==> config.mk <==
export PLATFORM = sky130hd
export DESIGN_NAME = wvb_wr_ctrl_gen2
export DESIGN_NICKNAME = d
export VERILOG_FILES = /design/src/rtl/wvb_wr_ctrl_gen2.sv
export SDC_FILE = /design/constraint.sdc
export NUM_CORES = 1
export LEC_CHECK = 0
export BUFFER_PORTS_ARGS = -buffer_cell sky130_fd_sc_hd__buf_2
export CORE_MARGIN = 3
export CORE_UTILIZATION = 60
export CTS_BUF_LIST = sky130_fd_sc_hd__clkbuf_4
export DETAILED_ROUTE_END_ITERATION = 8
export GPL_TIMING_DRIVEN = 0
export PLACE_DENSITY = 0.87
export REMOVE_ABC_BUFFERS = 1
export SLEW_MARGIN = 20
export SYNTH_ARGS = -nofsm -noshare
export SYNTH_HDL_FRONTEND = slang
export SYNTH_SLANG_ARGS = --single-unit
==> constraint.sdc <==
create_clock -name clk -period 13.2 [get_ports clk]
set_clock_uncertainty 0.05 [all_clocks]
set_input_delay 2.64 -clock clk [delete_from_list [all_inputs] [get_ports clk]]
set_output_delay 2.64 -clock clk [all_outputs]
set_load 0.02 [all_outputs]
==> src/rtl/wvb_wr_ctrl_gen2.sv <==
// -----------------------------------------------------------------------------
// wvb_wr_ctrl_gen2 -- waveform buffer write controller
//
// Waits for an arm pulse, then for a trigger. An accepted trigger opens an
// event that writes pre_config+post_config+1 consecutive samples into the
// circular waveform storage. A one-cycle header write follows, carrying the
// timestamp, start/stop addresses, trigger source and extension flag.
// Triggers that arrive while the storage or the header FIFO is full are
// dropped and counted.
//
// Optional feature macro: WVB_TRIG_EXT_EN
//   defined   : a trig during WRITE extends the event by post_config+1 writes
//               after that cycle, capped at max(N, max_len_config) writes.
//   undefined : trig during WRITE is ignored, every event is N writes,
//               max_len_config is unused.
//
// Ports
//   clk, rst        clock (rising edge), async active-high reset
//   ltc             free-running timestamp, latched at trigger accept
//   pre_config      pretrigger length
//   post_config     posttrigger length
//   max_len_config  max extended event length (extension builds only)
//   trig_mode       1 = re-arm automatically after each header
//   arm             arm pulse, honoured only in IDLE
//   trig, trig_src  trigger and its source tag
//   overflow_in     waveform storage full
//   hdr_full        header FIFO full
//   armed           FSM is in ARMED
//   wvb_wr_addr     storage write address (wraps)
//   wvb_wren        storage write enable
//   eoe             final write of the event
//   hdr_wren        header write strobe
//   hdr_data        {ltc, start_addr, stop_addr, trig_src, ext_flag}
//   overflow_out    one-cycle pulse per dropped trigger
//   drop_cnt        saturating dropped-trigger count
// -----------------------------------------------------------------------------
module wvb_wr_ctrl_gen2 #(
    parameter int P_ADR_WIDTH       = 12,
    parameter int P_LTC_WIDTH       = 48,
    parameter int P_PRE_CONF_WIDTH  = 5,
    parameter int P_POST_CONF_WIDTH = 8,
    parameter int P_MAX_LEN_WIDTH   = 12,
    parameter int P_DROP_CNT_WIDTH  = 16
) (
    input  logic                                   clk,
    input  logic                                   rst,
    input  logic [P_LTC_WIDTH-1:0]                 ltc,
    input  logic [P_PRE_CONF_WIDTH-1:0]            pre_config,
    input  logic [P_POST_CONF_WIDTH-1:0]           post_config,
    input  logic [P_MAX_LEN_WIDTH-1:0]             max_len_config,
    input  logic                                   trig_mode,
    input  logic                                   arm,
    input  logic                                   trig,
    input  logic [1:0]                             trig_src,
    input  logic                                   overflow_in,
    input  logic                                   hdr_full,
    output logic                                   armed,
    output logic [P_ADR_WIDTH-1:0]                 wvb_wr_addr,
    output logic                                   wvb_wren,
    output logic                                   eoe,
    output logic                                   hdr_wren,
    output logic [P_LTC_WIDTH+2*P_ADR_WIDTH+2:0]   hdr_data,
    output logic                                   overflow_out,
    output logic [P_DROP_CNT_WIDTH-1:0]            drop_cnt
);

    localparam int HW = P_LTC_WIDTH + 2*P_ADR_WIDTH + 3;
    // N = pre+post+1 needs one bit more than the wider config field
    localparam int NW = ((P_PRE_CONF_WIDTH > P_POST_CONF_WIDTH) ?
                         P_PRE_CONF_WIDTH : P_POST_CONF_WIDTH) + 1;
    // Write counter must hold the length limit plus a full post window
    localparam int CW = ((P_MAX_LEN_WIDTH > NW) ? P_MAX_LEN_WIDTH : NW) + 1;

    localparam logic [P_ADR_WIDTH-1:0] ADR_ONE = 1;
    localparam logic [CW-1:0]          CNT_ONE = 1;
    localparam logic [P_DROP_CNT_WIDTH-1:0] DROP_ONE = 1;

    typedef enum logic [1:0] {S_IDLE, S_ARMED, S_WRITE, S_HDR} state_t;

    state_t                       r_state;
    logic                         r_armed;
    logic [P_ADR_WIDTH-1:0]       r_addr;
    logic                         r_wren;
    logic                         r_hdr_wren;
    logic [HW-1:0]                r_hdr_data;
    logic                         r_ovf;
    logic [P_DROP_CNT_WIDTH-1:0]  r_drop_cnt;

    logic [P_ADR_WIDTH-1:0]       r_start;
    logic [P_LTC_WIDTH-1:0]       r_ltc;
    logic [1:0]                   r_src;
    logic [CW-1:0]                r_wcnt;   // 1-based index of the current write
    logic [CW-1:0]                r_end;    // index of the write that ends the event

    logic [CW-1:0]                w_nom_len;
    logic [CW-1:0]                w_new_end;
    logic                         w_ext_hit;
    logic                         w_ext_flag;
    logic                         w_ext_flag_nxt;
    logic                         w_last;

    assign w_nom_len = CW'(pre_config) + CW'(post_config) + CNT_ONE;

`ifdef WVB_TRIG_EXT_EN
    logic [CW-1:0] r_limit;
    logic          r_ext;
    logic [CW-1:0] w_limit;
    logic [CW-1:0] w_ext_end;

    // Length cap is never below the nominal length
    assign w_limit   = (CW'(max_len_config) > w_nom_len) ? CW'(max_len_config) : w_nom_len;
    // A trig on the write at the cap cannot extend; that write is final
    assign w_ext_hit = (r_state == S_WRITE) && trig && (r_wcnt < r_limit);
    assign w_ext_end = r_wcnt + CW'(post_config) + CNT_ONE;

    always_comb begin
        w_new_end = r_end;
        if (w_ext_hit && (w_ext_end > r_end))
            w_new_end = (w_ext_end > r_limit) ? r_limit : w_ext_end;
    end

    assign w_ext_flag = r_ext;
`else
    logic w_unused_max_len;
    assign w_unused_max_len = ^max_len_config;
    assign w_ext_hit        = 1'b0;
    assign w_new_end        = r_end;
    assign w_ext_flag       = 1'b0;
`endif

    assign w_ext_flag_nxt = w_ext_flag | w_ext_hit;
    // Combinational so that a trig on the nominally last write can still
    // withdraw the end-of-event marker in the same cycle.
    assign w_last = (r_state == S_WRITE) && (r_wcnt >= w_new_end);

    always_ff @(posedge clk or posedge rst) begin
        if (rst) begin
            r_state    <= S_IDLE;
            r_armed    <= 1'b0;
            r_addr     <= '0;
            r_wren     <= 1'b0;
            r_hdr_wren <= 1'b0;
            r_hdr_data <= '0;
            r_ovf      <= 1'b0;
            r_drop_cnt <= '0;
            r_start    <= '0;
            r_ltc      <= '0;
            r_src      <= '0;
            r_wcnt     <= '0;
            r_end      <= '0;
`ifdef WVB_TRIG_EXT_EN
            r_limit    <= '0;
            r_ext      <= 1'b0;
`endif
        end else begin
            r_ovf <= 1'b0;
            case (r_state)
                S_IDLE: begin
                    if (arm) begin
                        r_state <= S_ARMED;
                        r_armed <= 1'b1;
                    end
                end
                S_ARMED: begin
                    if (trig) begin
                        if (overflow_in || hdr_full) begin
                            r_ovf <= 1'b1;
                            if (r_drop_cnt != '1)
                                r_drop_cnt <= r_drop_cnt + DROP_ONE;
                        end else begin
                            r_state <= S_WRITE;
                            r_armed <= 1'b0;
                            r_wren  <= 1'b1;
                            r_start <= r_addr;
                            r_ltc   <= ltc;
                            r_src   <= trig_src;
                            r_wcnt  <= CNT_ONE;
                            r_end   <= w_nom_len;
`ifdef WVB_TRIG_EXT_EN
                            r_limit <= w_limit;
                            r_ext   <= 1'b0;
`endif
                        end
                    end
                end
                S_WRITE: begin
                    r_addr <= r_addr + ADR_ONE;
                    r_wcnt <= r_wcnt + CNT_ONE;
                    r_end  <= w_new_end;
`ifdef WVB_TRIG_EXT_EN
                    if (w_ext_hit)
                        r_ext <= 1'b1;
`endif
                    if (w_last) begin
                        r_state    <= S_HDR;
                        r_wren     <= 1'b0;
                        r_hdr_wren <= 1'b1;
                        r_hdr_data <= {r_ltc, r_start, r_addr, r_src, w_ext_flag_nxt};
                    end
                end
                S_HDR: begin
                    r_hdr_wren <= 1'b0;
                    if (trig_mode) begin
                        r_state <= S_ARMED;
                        r_armed <= 1'b1;
                    end else begin
                        r_state <= S_IDLE;
                    end
                end
                default: begin
                    r_state <= S_IDLE;
                    r_armed <= 1'b0;
                    r_wren  <= 1'b0;
                end
            endcase
        end
    end

    assign armed        = r_armed;
    assign wvb_wr_addr  = r_addr;
    assign wvb_wren     = r_wren;
    assign eoe          = w_last;
    assign hdr_wren     = r_hdr_wren;
    assign hdr_data     = r_hdr_data;
    assign overflow_out = r_ovf;
    assign drop_cnt     = r_drop_cnt;

endmodule

# After elaboration in Yosys (flattened, before gate mapping)
# Cells that the tools add are included.
# word_totals
mem_bits_rw,0
latchBits,0
input_bits,82
output_inout_bits,108
reg_bits,196
mem_count,0
elab_cells,66
rom_bits,0
# op_classes
n_eq_ne,9
order_cmp,1
add_sub_neg,5
div,0
n_bitwise,1
multipliers,0
n_reduce_logical,14
shift,0
mux,23
# op_table
op,n
$mux W13,2
$pmux W13 S2,1
$add A16 B1 Y16 const B,1
$ne A16 B16 Y1 const B,1
$add A13 B1 Y13 const B,1
$ge A13 B13 Y1,1
$add A12 B1 Y12 const B,1
$mux W1,12
$reduce_and A4 Y1,3
$add A9 B1 Y10 const B,1
$ne A2 B2 Y1 const B,5
$add A5 B8 Y9,1
$mux W2,4
$pmux W2 S4,1
$reduce_and A3 Y1,2
$reduce_and A5 Y1,1
$eq A2 B2 Y1 const B,2
$pmux W1 S2,2
$reduce_and A2 Y1,2
$reduce_bool A2 Y1,2
$pmux W1 S3,1
$reduce_bool A3 Y1,1
$eq A2 B1 Y1 const B,1
$logic_not A2 Y1,1
other kinds (3),3

# Depth between registers and ports, before layout
# Gate-level depths: netlist (run 1).
# depth
depth_word,4
mapped_depth,10
depth_no_buf,10

# Worst setup path before layout (run 1)
# OpenSTA, ideal clock, no wires.
# synth_path
path_type,register -> output
start,register r_wcnt[0]
end,output eoe
arrival_time_ps,1806
path_stages_with_launch,11
n_path_buf,2
setup_slack_ps,8704
path_cell_list,dfrtp_1 inv_1 ha_1 nor3b_1 o21ai_1 o2111ai_1 and3_4 nand2b_4 buf_12 buf_12 inv_1
# synth_via
elab_chain_len,2
# synth_lines
element,line,rtl
start: declaration,92,logic [CW-1:0] r_wcnt;
start signal: assignment,188,r_wcnt <= r_wcnt + CNT_ONE;
$ge A13 B13 Y1,134,assign w_last = (r_state == S_WRITE) && (r_wcnt >= w_new_end);
$logic_and A1 B1 Y1,134,
end: declaration,60,"output logic eoe,"
# Every way passes these cells.

# Final worst setup path (run 1)
# Ends and elaborated chain as after synthesis.

==> results.md, run 1 <==
* Status: finished, final reports clean
* First-pass iteration count of the detailed router at 4
* DPL Wire Length at 12000 um
* Final WL at 16700 um
* Unrepaired setup endpoints after global routing: false
* Vias in the first global route at 5648
* Num CTS Buffers at 17
* First-pass GRT wire length at 27100 um
* Crit end category: output port
* Clock period minus worst slack at 5970 ps
* Leakage at 5.41 nW
* P_int at 0.00118 W
* Reg-to-Reg Start: r_wcnt[0]
* CTS clk-pin slew, worst paths at 150 ps
* CP most frequent cell: inv_1
* Worst Setup SP: r_wcnt[0]
* CP startpoint kind: flip-flop
* Ant. Diodes at 0
* Die width at 124 um
* CTS Hold Buffers Added at 0
* # resized after CTS at 0
* Hold Path Origin: r_ltc[30]
* Clock root buffer: clkbuf_4
* CP max-delay cell: nand2b_4
* Slowest stage delay, CP at 530 ps
* GP Congestion at 0.799
* Drt wl/cell at 15.5 um
* Largest net degree at the start of global routing at 97
* Arr. time, crit path at 3280 ps
* Remaining Overflow, GRT at 0
* Clock buffer depth at 2
* Fillcell total at 934
* Layout net count at 990
* DRT antenna net count at 0
* Yosys warns at 0
* Post-route setup TNS at 0 ps
* Critical path class: reg -> out
* Net Sw Frac at 38.0%
* Seq/Total Area, Yosys at 57.9%
* CTS tree: done
* Area Growth Syn to Fin at 16.0%
* Post-route clock period utilization at 45.2%
* Syn Area/Cell at 11.7 um2
* Initial Util at 61.9%
* Post-synthesis cell area at 8300 um2
* Max VDD drop at 0.000118 V
* Final routed DRC violation total at 0
* Final Hold Slack at 441 ps
* Initial antenna violation count at 0
* Dpl cell area at 9380 um2
* Top-Level Pins at 190
* Detailed-route via count at 5639
* Max Cap Viol at 0
* Gr usage total at 22.8%
* Num rows at 42
* H-Tree Depth at 4
* Die Area at 15300 um2
* Worst rel slew slack at 49.6%
* Worst-margin pin slew at 754 ps
* Max frequency at 0.168 GHz
* Cells along the critical path: inv_1 -> ha_1 -> nor3b_1 -> o21ai_1 -> o2111ai_1 -> and3_4 -> nand2b_4 -> buf_16 -> inv_1 -> buf_2
* Worst min path class: reg -> reg
* Req. time, crit path at 10510 ps
* Flop pwr share at 49.2%
* CTS sink count at 192
* Gate power share at 35.7%
* Post-synth cell types at 48
* Fin. max-slew vios at 0
* Setup violations, final at 0
* Final Cell Area at 9630 um2
* Die Y at 124 um
* P_sw at 0.000723 W
* Critical path fanouts, max at 42
* Initial DRC Count at 289
* Port buffer count at 176
* Mapped Cells at 711
* Postcts setup bufs at 0
* Power per Cell Area at 198 nW/um2
* Synthesis-stage register bit count at 192
* Via/cell ratio at 5.26
* Hold Fails Final Rpt at 0
* Clock share of power at 15.1%
* Ratio of cells with drive above 1 in the final layout at 33.3%
* Skew-Pair Late Insertion Delay at 560 ps
* Core Footprint at 13400 um2
power by group through the flow:
stage / Clock (W) / Combinational (W) / Sequential (W)
2_1_floorplan: 0 / 0.000344 / 0.00105
3_3_place_gp: 0 / 0.000650 / 0.000932
3_5_place_dp: 0 / 0.000688 / 0.000949
4_1_cts: 0.000295 / 0.000690 / 0.000935
5_1_grt: 0.000319 / 0.000753 / 0.000964
6_report: 0.000287 / 0.000679 / 0.000936
metal layers:
metal	track usage, %	routed length [um]
met1	29.0	7150
met2	39.1	8360
met3	5.81	990
met4	6.02	157
met5	0	0
cell usage after synthesis (all sizes together):
master,n,share of area [%]
fa,1,0.24
and2,1,0.075
a211oi,2,0.18
o2bb2ai,1,0.11
o211ai,2,0.18
and3,6,0.51
xor2,18,1.9
a22o,1,0.11
nand4,12,0.98
o22ai,1,0.075
nor4,1,0.15
nor2,24,1.1
nor3b,1,0.090
nand2b,3,0.32
xnor2,21,2.2
nor3,2,0.12
dfrtp,192,58
nand3,11,0.66
a32o,1,0.12
buf,13,1.9
mux2i,3,0.36
nand4bb,1,0.14
nor2b,4,0.30
a21o,1,0.090
and4,4,0.42
o2111ai,1,0.11
o21ai,16,1.0
nor4b,1,0.11
o31ai,1,0.090
or3,3,0.23
nand2,213,9.6
clkbuf,14,0.63
o21a,1,0.090
mux2,78,13
ha,22,3.3
a21oi,9,0.54
o22a,1,0.11
conb,1,0.045
inv,22,1.0
a31oi,1,0.075
layout make-up:
class / count / area, um2 / share of cell area (%)
clock buffer: 17 / 128 / 1.33
clock inverter: 14 / 120 / 1.25
inverter: 22 / 90.1 / 0.936
multi-input combinational: 470 / 3230 / 33.5
sequential: 192 / 4800 / 49.9
tap: 176 / 220 / 2.29
timing repair buffer: 182 / 1040 / 10.8
stage by stage:
stage / setup WS [ps] / util, % / std cells / total power (W)
after global placement: 3360 / 68.6 / 1036 / 0.00158
after CTS: 7160 / 71.8 / 1073 / 0.00192
final: 7230 / 71.8 / 1073 / 0.00190
after global routing: 6910 / 71.8 / 1073 / 0.00204
after floorplan: 5280 / - / 684 / 0.00139
after detailed placement: 7890 / 70.0 / 1042 / 0.00164
worst max-delay path, delay by kind of cell (launching register included):
kind | cells | cell delay, ps
flip-flops | 1 | 480
buffers and inverters | 4 | 640
AO/OA/AOI/OAI | 2 | 210
adder cells (fa/ha/maj) | 1 | 290
AND/OR/NAND/NOR | 3 | 1030
cells in the final DEF (no fill, tap or decap), types with 2 or more instances in the layout:
master and n:
and3_1 5, dfrtp_1 192, nand3_1 11, nand4_1 11, a211oi_1 2, and4_1 4, inv_8 5, o21ai_0 14
nor3_1 2, buf_2 176, inv_6 5, a21oi_1 9, nor2b_1 4, nor2_1 23, o211ai_1 2, mux2i_1 3
buf_16 5, xnor2_1 21, clkbuf_4 17, mux2_4 49, or3_1 3, ha_1 22, xor2_1 18, mux2_2 29
clkinv_2 3, nand2_1 213, nand2b_1 2, inv_1 21
worst paths after layout:
check / cells past startpoint / slack [ps] / end
worst max-delay path: 10 / 7230 / eoe
worst min-delay path: 2 / 440 / r_ltc[30]
worst max register to register: 9 / 10170 / hdr_data[53]
worst min register to register: 2 / 440 / r_ltc[30]
max in group asynchronous: 3 / 10600 / r_wcnt[3]
min in group asynchronous: 3 / 2130 / hdr_data[12]
flip-flops by register name (all words and copies together) (netlist names):
register      count
overflow_out      1
hdr_data         74
r_start          12
r_src             2
wvb_wren          1
hdr_wren          1
r_end             9
wvb_wr_addr      12
r_ltc            48
drop_cnt         16
r_wcnt           13
r_state           2
armed             1
logic make-up after synthesis:
kind of cell / synth area share (%)
flops: 57.9
simple gates: 14.8
mux: 13.2
fa+ha+maj: 3.56
buf+inv: 3.53
xor+xnor: 4.12
other cells: 0.0452
compound gates: 2.88
Note: power is estimated with default switching activity, not from simulation.
==> inputs of run 2 (changes only) <==
Settings changed: CORE_UTILIZATION 60 to 51, PLACE_DENSITY 0.87 to 0.79.
Clock period 13.2 ns to 5.1 ns, I/O delays scaled along.
==> results.md, run 2 (synthesis results as in run 1) <==
* Status: finished, final reports clean
* First-pass GRT wire length at 27600 um (+1.8%)
* CTS Hold Buffers Added at 0 (unchanged)
* Area Growth Syn to Fin at 16.3%
* CP startpoint kind: flip-flop
* Post-route clock period utilization at 84.4%
* Ratio of cells with drive above 1 in the final layout at 33.2% (-0.11 points)
* Skew-Pair Late Insertion Delay at 560 ps (about the same)
* Drt wl/cell at 14.9 um (-4.2%)
* Max frequency at 0.232 GHz
* Clock share of power at 15.4% (+0.3 points)
* Top-Level Pins at 190 (unchanged)
* Max FFs per register at 74 (unchanged)
* Slowest stage delay, CP at 610 ps (+80 ps)
* Most frequent cells in the layout: 213 x nand2_1, 192 x dfrtp_1, 176 x buf_2
* Met1 WL at 7560 um (+5.8%)
* Final WL at 16500 um (-0.68%)
* DPL Wire Length at 11600 um (-3.4%)
* Met3 Wirelength at 836 um (-16%)
* First-pass iteration count of the detailed router at 4 (unchanged)
* Critical path class: reg -> out
* Postcts setup bufs at 0 (unchanged)
* Crit end category: output port
* Gate power share at 35.4% (-0.3 points)
* Leakage at 5.40 nW (-0.30%)
* H-Tree Depth at 4 (unchanged)
* Clock root buffer: clkbuf_4
* P_int at 0.00306 W (+160%)
* Max VDD drop at 0.000239 V (+100%)
* P_sw at 0.00184 W (+160%)
* CTS clk-pin slew, worst paths at 150 ps (about the same)
* Largest net degree at the start of global routing at 100 (+3.1%)
* Net Sw Frac at 37.6% (-0.37 points)
* Detailed-route via count at 5541 (-1.7%)
* Initial antenna violation count at 0 (unchanged)
* Core Footprint at 15900 um2 (+19%)
* Final Cell Area at 9660 um2 (+0.30%)
* Clock period minus worst slack at 4300 ps
* GP Congestion at 0.786 (-1.5%)
* Top routing layer used: met4
* Placed insts at 1081 (+3.7%)
* Cells along the critical path: inv_1 -> ha_1 -> nor3b_1 -> o21ai_1 -> o2111ai_1 -> and3_4 -> nand2b_4 -> buf_16 -> inv_1 -> buf_2
* Ant. Diodes at 0 (unchanged)
* Clock buffer depth at 2 (unchanged)
* Num CTS Buffers at 17 (unchanged)
* DRT antenna net count at 0 (unchanged)
* Via/cell ratio at 4.98 (-5.3%)
* Worst rel slew slack at 51.4% (+1.8 points)
* CTS sink count at 192 (unchanged)
* Max Cap Viol at 0 (unchanged)
* Gr usage total at 19.1% (-3.7 points)
* CP most frequent cell: inv_1
* Worst-margin pin slew at 729 ps (-24.3 ps)
* FF+latch area at 4800 um2 (unchanged)
* Setup violations, final at 0 (unchanged)
* Die Y at 134 um (+8.1%)
* Hold Fails Final Rpt at 0 (unchanged)
* Power per Cell Area at 508 nW/um2 (+160%)
* Num rows at 46 (+9.5%)
* Layout net count at 989 (-0.10%)
* Initial DRC Count at 246 (-15%)
* Worst path bufs/invs at 4 (unchanged)
* Arr. time, crit path at 3230 ps (-50 ps)
* Final routed DRC violation total at 0 (unchanged)
* Req. time, crit path at 4030 ps (-6480 ps)
* Dpl cell area at 9400 um2 (+0.24%)
* Fin. max-slew vios at 0 (unchanged)
* Vias in the first global route at 5512 (-2.4%)
* Unrepaired setup endpoints after global routing: false
* Final Non-Filler Cells at 1113 (+3.7%)
* CP max-delay cell: nand2b_4
* CTS tree: done
* Die width at 134 um (+8.1%)
* Port buffer count at 176 (unchanged)
* Met2 routed WL at 7980 um (-4.6%)
* Footprint of the multi-input gates at 3230 um2 (unchanged)
* # resized after CTS at 0 (unchanged)
* Flop pwr share at 49.1% (about the same)
* Most common cell after layout, fill and taps aside: nand2_1
* Cell family with most CP delay: simple AND/OR/NAND/NOR gates
* Remaining Overflow, GRT at 0 (unchanged)
* Critical path fanouts, max at 38 (-9.5%)
* Worst min path class: reg -> reg
* Initial Util at 52.2% (-9.7 points)
* Fillcell total at 1324 (+42%)
* Die Area at 17800 um2 (+17%)
-- run 2: tightest hold or removal path: cells and delay by family (launching register included) --
kind	cells	cell delay (ps)
DFF	1	370
and+or+nand+nor	2	100
-- run 2: worst paths after layout --
kind	to	start	slack [ps]	cells past startpoint
worst max-delay path	eoe	r_wcnt[0]	800	10
worst min-delay path	r_ltc[43]	r_ltc[43]	430	2
worst max register to register	hdr_data[50]	r_wcnt[0]	2130	9
worst min register to register	r_ltc[43]	r_ltc[43]	430	2
max in group asynchronous	hdr_data[10]	rst	3620	3
min in group asynchronous	hdr_data[6]	rst	480	2
-- run 2: cell type report --
type                    count  area share [%]
clock buffers              18            1.40
clock inverters            14            1.23
inverters                  22           0.933
multi-input cells         470            33.4
flip-flops and latches    192            49.8
well taps                 216            2.80
repair buffers            181            10.5
-- run 2: per-stage QoR --
stage	power (W)	TNS [ps]	util [%]	setup WS [ps]	hold slack, ps
floorplan	0.00360	-229860	-	-1200	392
global placement	0.00410	-689830	58.2	-3370	404
detailed placement	0.00420	0	59.2	1360	408
CTS	0.00496	0	60.8	696	443
global route	0.00526	0	60.8	441	462
finish	0.00490	0	60.8	797	434
-- run 2: power by group through the flow --
stage	Clock, W	Combinational [W]	Sequential [W]
final	0.000756	0.00174	0.00241
after detailed placement	0	0.00176	0.00245
after global routing	0.000852	0.00192	0.00248
after global placement	0	0.00169	0.00241
after floorplan	0	0.000889	0.00271
after CTS	0.000786	0.00177	0.00241
-- run 2: layer usage --
layer	track usage, %	vias up
met4	4.17	0
met5	0	-
met1	26.5	2707
met2	30.6	126
li1	-	2692
met3	4.95	16
==> inputs of run 3 (changes only) <==
Settings changed: ABC_AREA set to 1, CORE_UTILIZATION 51 to 56, PLACE_DENSITY 0.79 to 0.82.
Clock period 5.1 ns to 4.2 ns, I/O delays scaled along.
==> results.md, run 3 <==
* Most frequent cells after synthesis: 495 x nand2_1, 192 x dfrtp_1, 73 x inv_1
* Footprint of the multi-input gates at 3230 um2 (+0.12%)
* Hold Fails Final Rpt at 0 (unchanged)
* Final routed DRC violation total at 0 (unchanged)
* GP Congestion at 0.841 (+6.9%)
* Via/cell ratio at 5.05 (+1.4%)
* Final WL at 18700 um (+13%)
* DPL Wire Length at 12600 um (+8.6%)
* Post-synth cell types at 35 (-27%)
* Max Cap Viol at 0 (unchanged)
* Syn Area/Cell at 8.42 um2 (-28%)
* Final WS setup at 242 ps (-555 ps)
* Top-Level Pins at 190 (unchanged)
* Worst rel slew slack at 38.1% (-13 points)
* Post-route setup TNS at 0 ps (unchanged)
* Setup violations, final at 0 (unchanged)
* Post-synthesis cell area at 8500 um2 (+2.4%)
* Worst-margin pin slew at 928 ps (+199 ps)
* Clock buffer depth at 2 (unchanged)
* Post-synth top area cell: dfrtp_1
* Ys async rst share at 100% (unchanged)
* Post-route clock period utilization at 94.2%
* Detailed-route via count at 6927 (+25%)
* Arr. time, crit path at 3070 ps (-160 ps)
* Worst min path class: in -> async
* Area contributors post-synth: dfrtp_1 57%, nand2_1 22%, ha_1 3.2%
* First-pass GRT wire length at 31300 um (+13%)
* Status: finished, final reports clean
* Num CTS Buffers at 17 (unchanged)
* Most frequent cells in the layout: 495 x nand2_1, 192 x dfrtp_1, 176 x buf_2
* First-pass iteration count of the detailed router at 5 (+1)
* Post-synth top area share at 56.5% (-1.4 points)
* Capturing point of the worst reg2reg path: r_end[7]
* Req. time, crit path at 3310 ps (-720 ps)
* H-Tree Depth at 4 (unchanged)
* DRT antenna net count at 0 (unchanged)
* CTS tree: done
* Reg-to-Reg Start: r_state[1]
* FF+latch area at 4800 um2 (unchanged)
* Unrepaired setup endpoints after global routing: false
* Die width at 129 um (-3.3%)
* Critical path class: reg -> out
* Area Growth Syn to Fin at 15.5%
* Initial Util at 57.8% (+5.6 points)
* Max FFs per register at 74 (unchanged)
* CTS sink count at 192 (unchanged)
* Ratio of cells with drive above 1 in the final layout at 19.0% (-14 points)
* Most common cell after layout, fill and taps aside: nand2_1
* Largest net degree at the start of global routing at 104 (+4.0%)
* Yosys warns at 0 (unchanged)
* Initial antenna violation count at 1 (+1)
* Vias in the first global route at 6733 (+22%)
* Layout net count at 1279 (+29%)
* Fin. max-slew vios at 0 (unchanged)
* Fillcell total at 1323 (-0.076%)
* R2R Setup Slk at 1390 ps (-740 ps)
* Critical path fanouts, max at 67 (+76%)
* Mapped Cells at 1010 (+42%)
* Clock root buffer: clkbuf_4
* Drt wl/cell at 13.6 um (-8.3%)
* CP startpoint kind: flip-flop
* Postcts setup bufs at 0 (unchanged)
* Final Hold Slack at 286 ps (-148 ps)
* Port buffer count at 176 (unchanged)
* Initial DRC Count at 589 (+140%)
* Die Y at 129 um (-3.3%)
* Skew-Pair Late Insertion Delay at 560 ps (about the same)
* Max frequency at 0.253 GHz
* Die Area at 16700 um2 (-6.4%)
* Remaining Overflow, GRT at 0 (unchanged)
* FF-to-FF path depth at 9 (unchanged)
* Crit end category: output port
* Num rows at 44 (-4.3%)
* Post-Place Setup Slack at 704 ps (-660 ps)
* Seq/Total Area, Yosys at 56.5% (-1.4 points)
* Leakage at 5.67 nW (+5.0%)
* Most common cell in the netlist: nand2_1
* Gr usage total at 23.3% (+4.2 points)
* Max VDD drop at 0.000350 V (+47%)
* Synthesis-stage register bit count at 192 (unchanged)
* Post-synth EDFFs at 0 (unchanged)
* Synth Flop Type: dfrtp_1
* Clock period minus worst slack at 3960 ps
* Core Footprint at 14700 um2 (-7.5%)
* CTS clk-pin slew, worst paths at 160 ps (about the same)
* Power per Cell Area at 588 nW/um2 (+16%)
-- run 3: kinds of logic after synthesis --
logic type	Yosys count	synth area share, %
XOR/XNOR	24	2.47
adder cells (fa/ha/maj)	23	3.47
AND/OR/NAND/NOR	591	27.8
other	1	0.0441
flip-flops	192	56.5
buffers and inverters	112	5.62
AO/OA/AOI/OAI	67	4.12
-- run 3: stage by stage --
stage / std cells / power, W / utilization, % / area, um2
4_1_cts: 1371 / 0.00583 / 66.8 / 9820
2_1_floorplan: 976 / 0.00409 / - / 8320
5_1_grt: 1372 / 0.00624 / 66.8 / 9820
3_5_place_dp: 1339 / 0.00482 / 64.8 / 9530
3_3_place_gp: 1336 / 0.00469 / 64.2 / 9430
6_report: 1372 / 0.00578 / 66.8 / 9820
-- run 3: layout make-up --
cell class | count | area share (%)
tap | 184 | 2.34
clock buffer | 18 | 1.38
multi-input combinational | 706 | 32.9
clock inverter | 14 | 1.58
sequential | 192 | 48.9
inverter | 78 | 3.15
timing repair buffer | 179 | 9.73
antenna | 1 | 0.0255
-- run 3: worst max-delay path: stages, from the launching register on --
cell     delay (ps)
dfrtp_1         480
ha_1            340
nand2_1          60
nor2_1          110
nand2_1          70
nor2_1           90
nor2_1           60
nand2_1         100
nand2_4         180
buf_16          290
inv_6           420
buf_2           260
-- run 3: worst max path at each step --
stage | startpoint | endpoint | slack [ps] | cells after the start
after floorplan | rst | armed | -1920 | 1
after global placement | rst | r_ltc[3] | -4070 | 2
after detailed placement | r_wcnt[2] | eoe | 700 | 11
after CTS | r_wcnt[2] | eoe | 40 | 11
after global routing | r_wcnt[3] | eoe | 10 | 11
final | r_wcnt[2] | eoe | 240 | 11
-- run 3: routing by layer --
layer	GRT usage, %	up-vias	routed length [um]	part of all wire [%]
met5	0	-	0	0
met4	8.34	0	384	2.1
met3	4.58	26	908	4.9
met2	38.0	166	9170	49
met1	31.4	3291	8250	44
li1	-	3444	-	-
-- run 3: report_power, final --
| part | switching, W | internal [W] |
|---|---|---|
| clock network | 0.000643 | 0.000372 |
| logic | 0.00132 | 0.000662 |
| registers | 0.000360 | 0.00242 |
| total | 0.00232 | 0.00346 |
-- run 3: timing repair --
action | 4_1_cts | 5_1_grt
endpoints found under the setup margin | 0 | 1
gates resized for setup | 0 | 1
hold buffers | 0 | 0
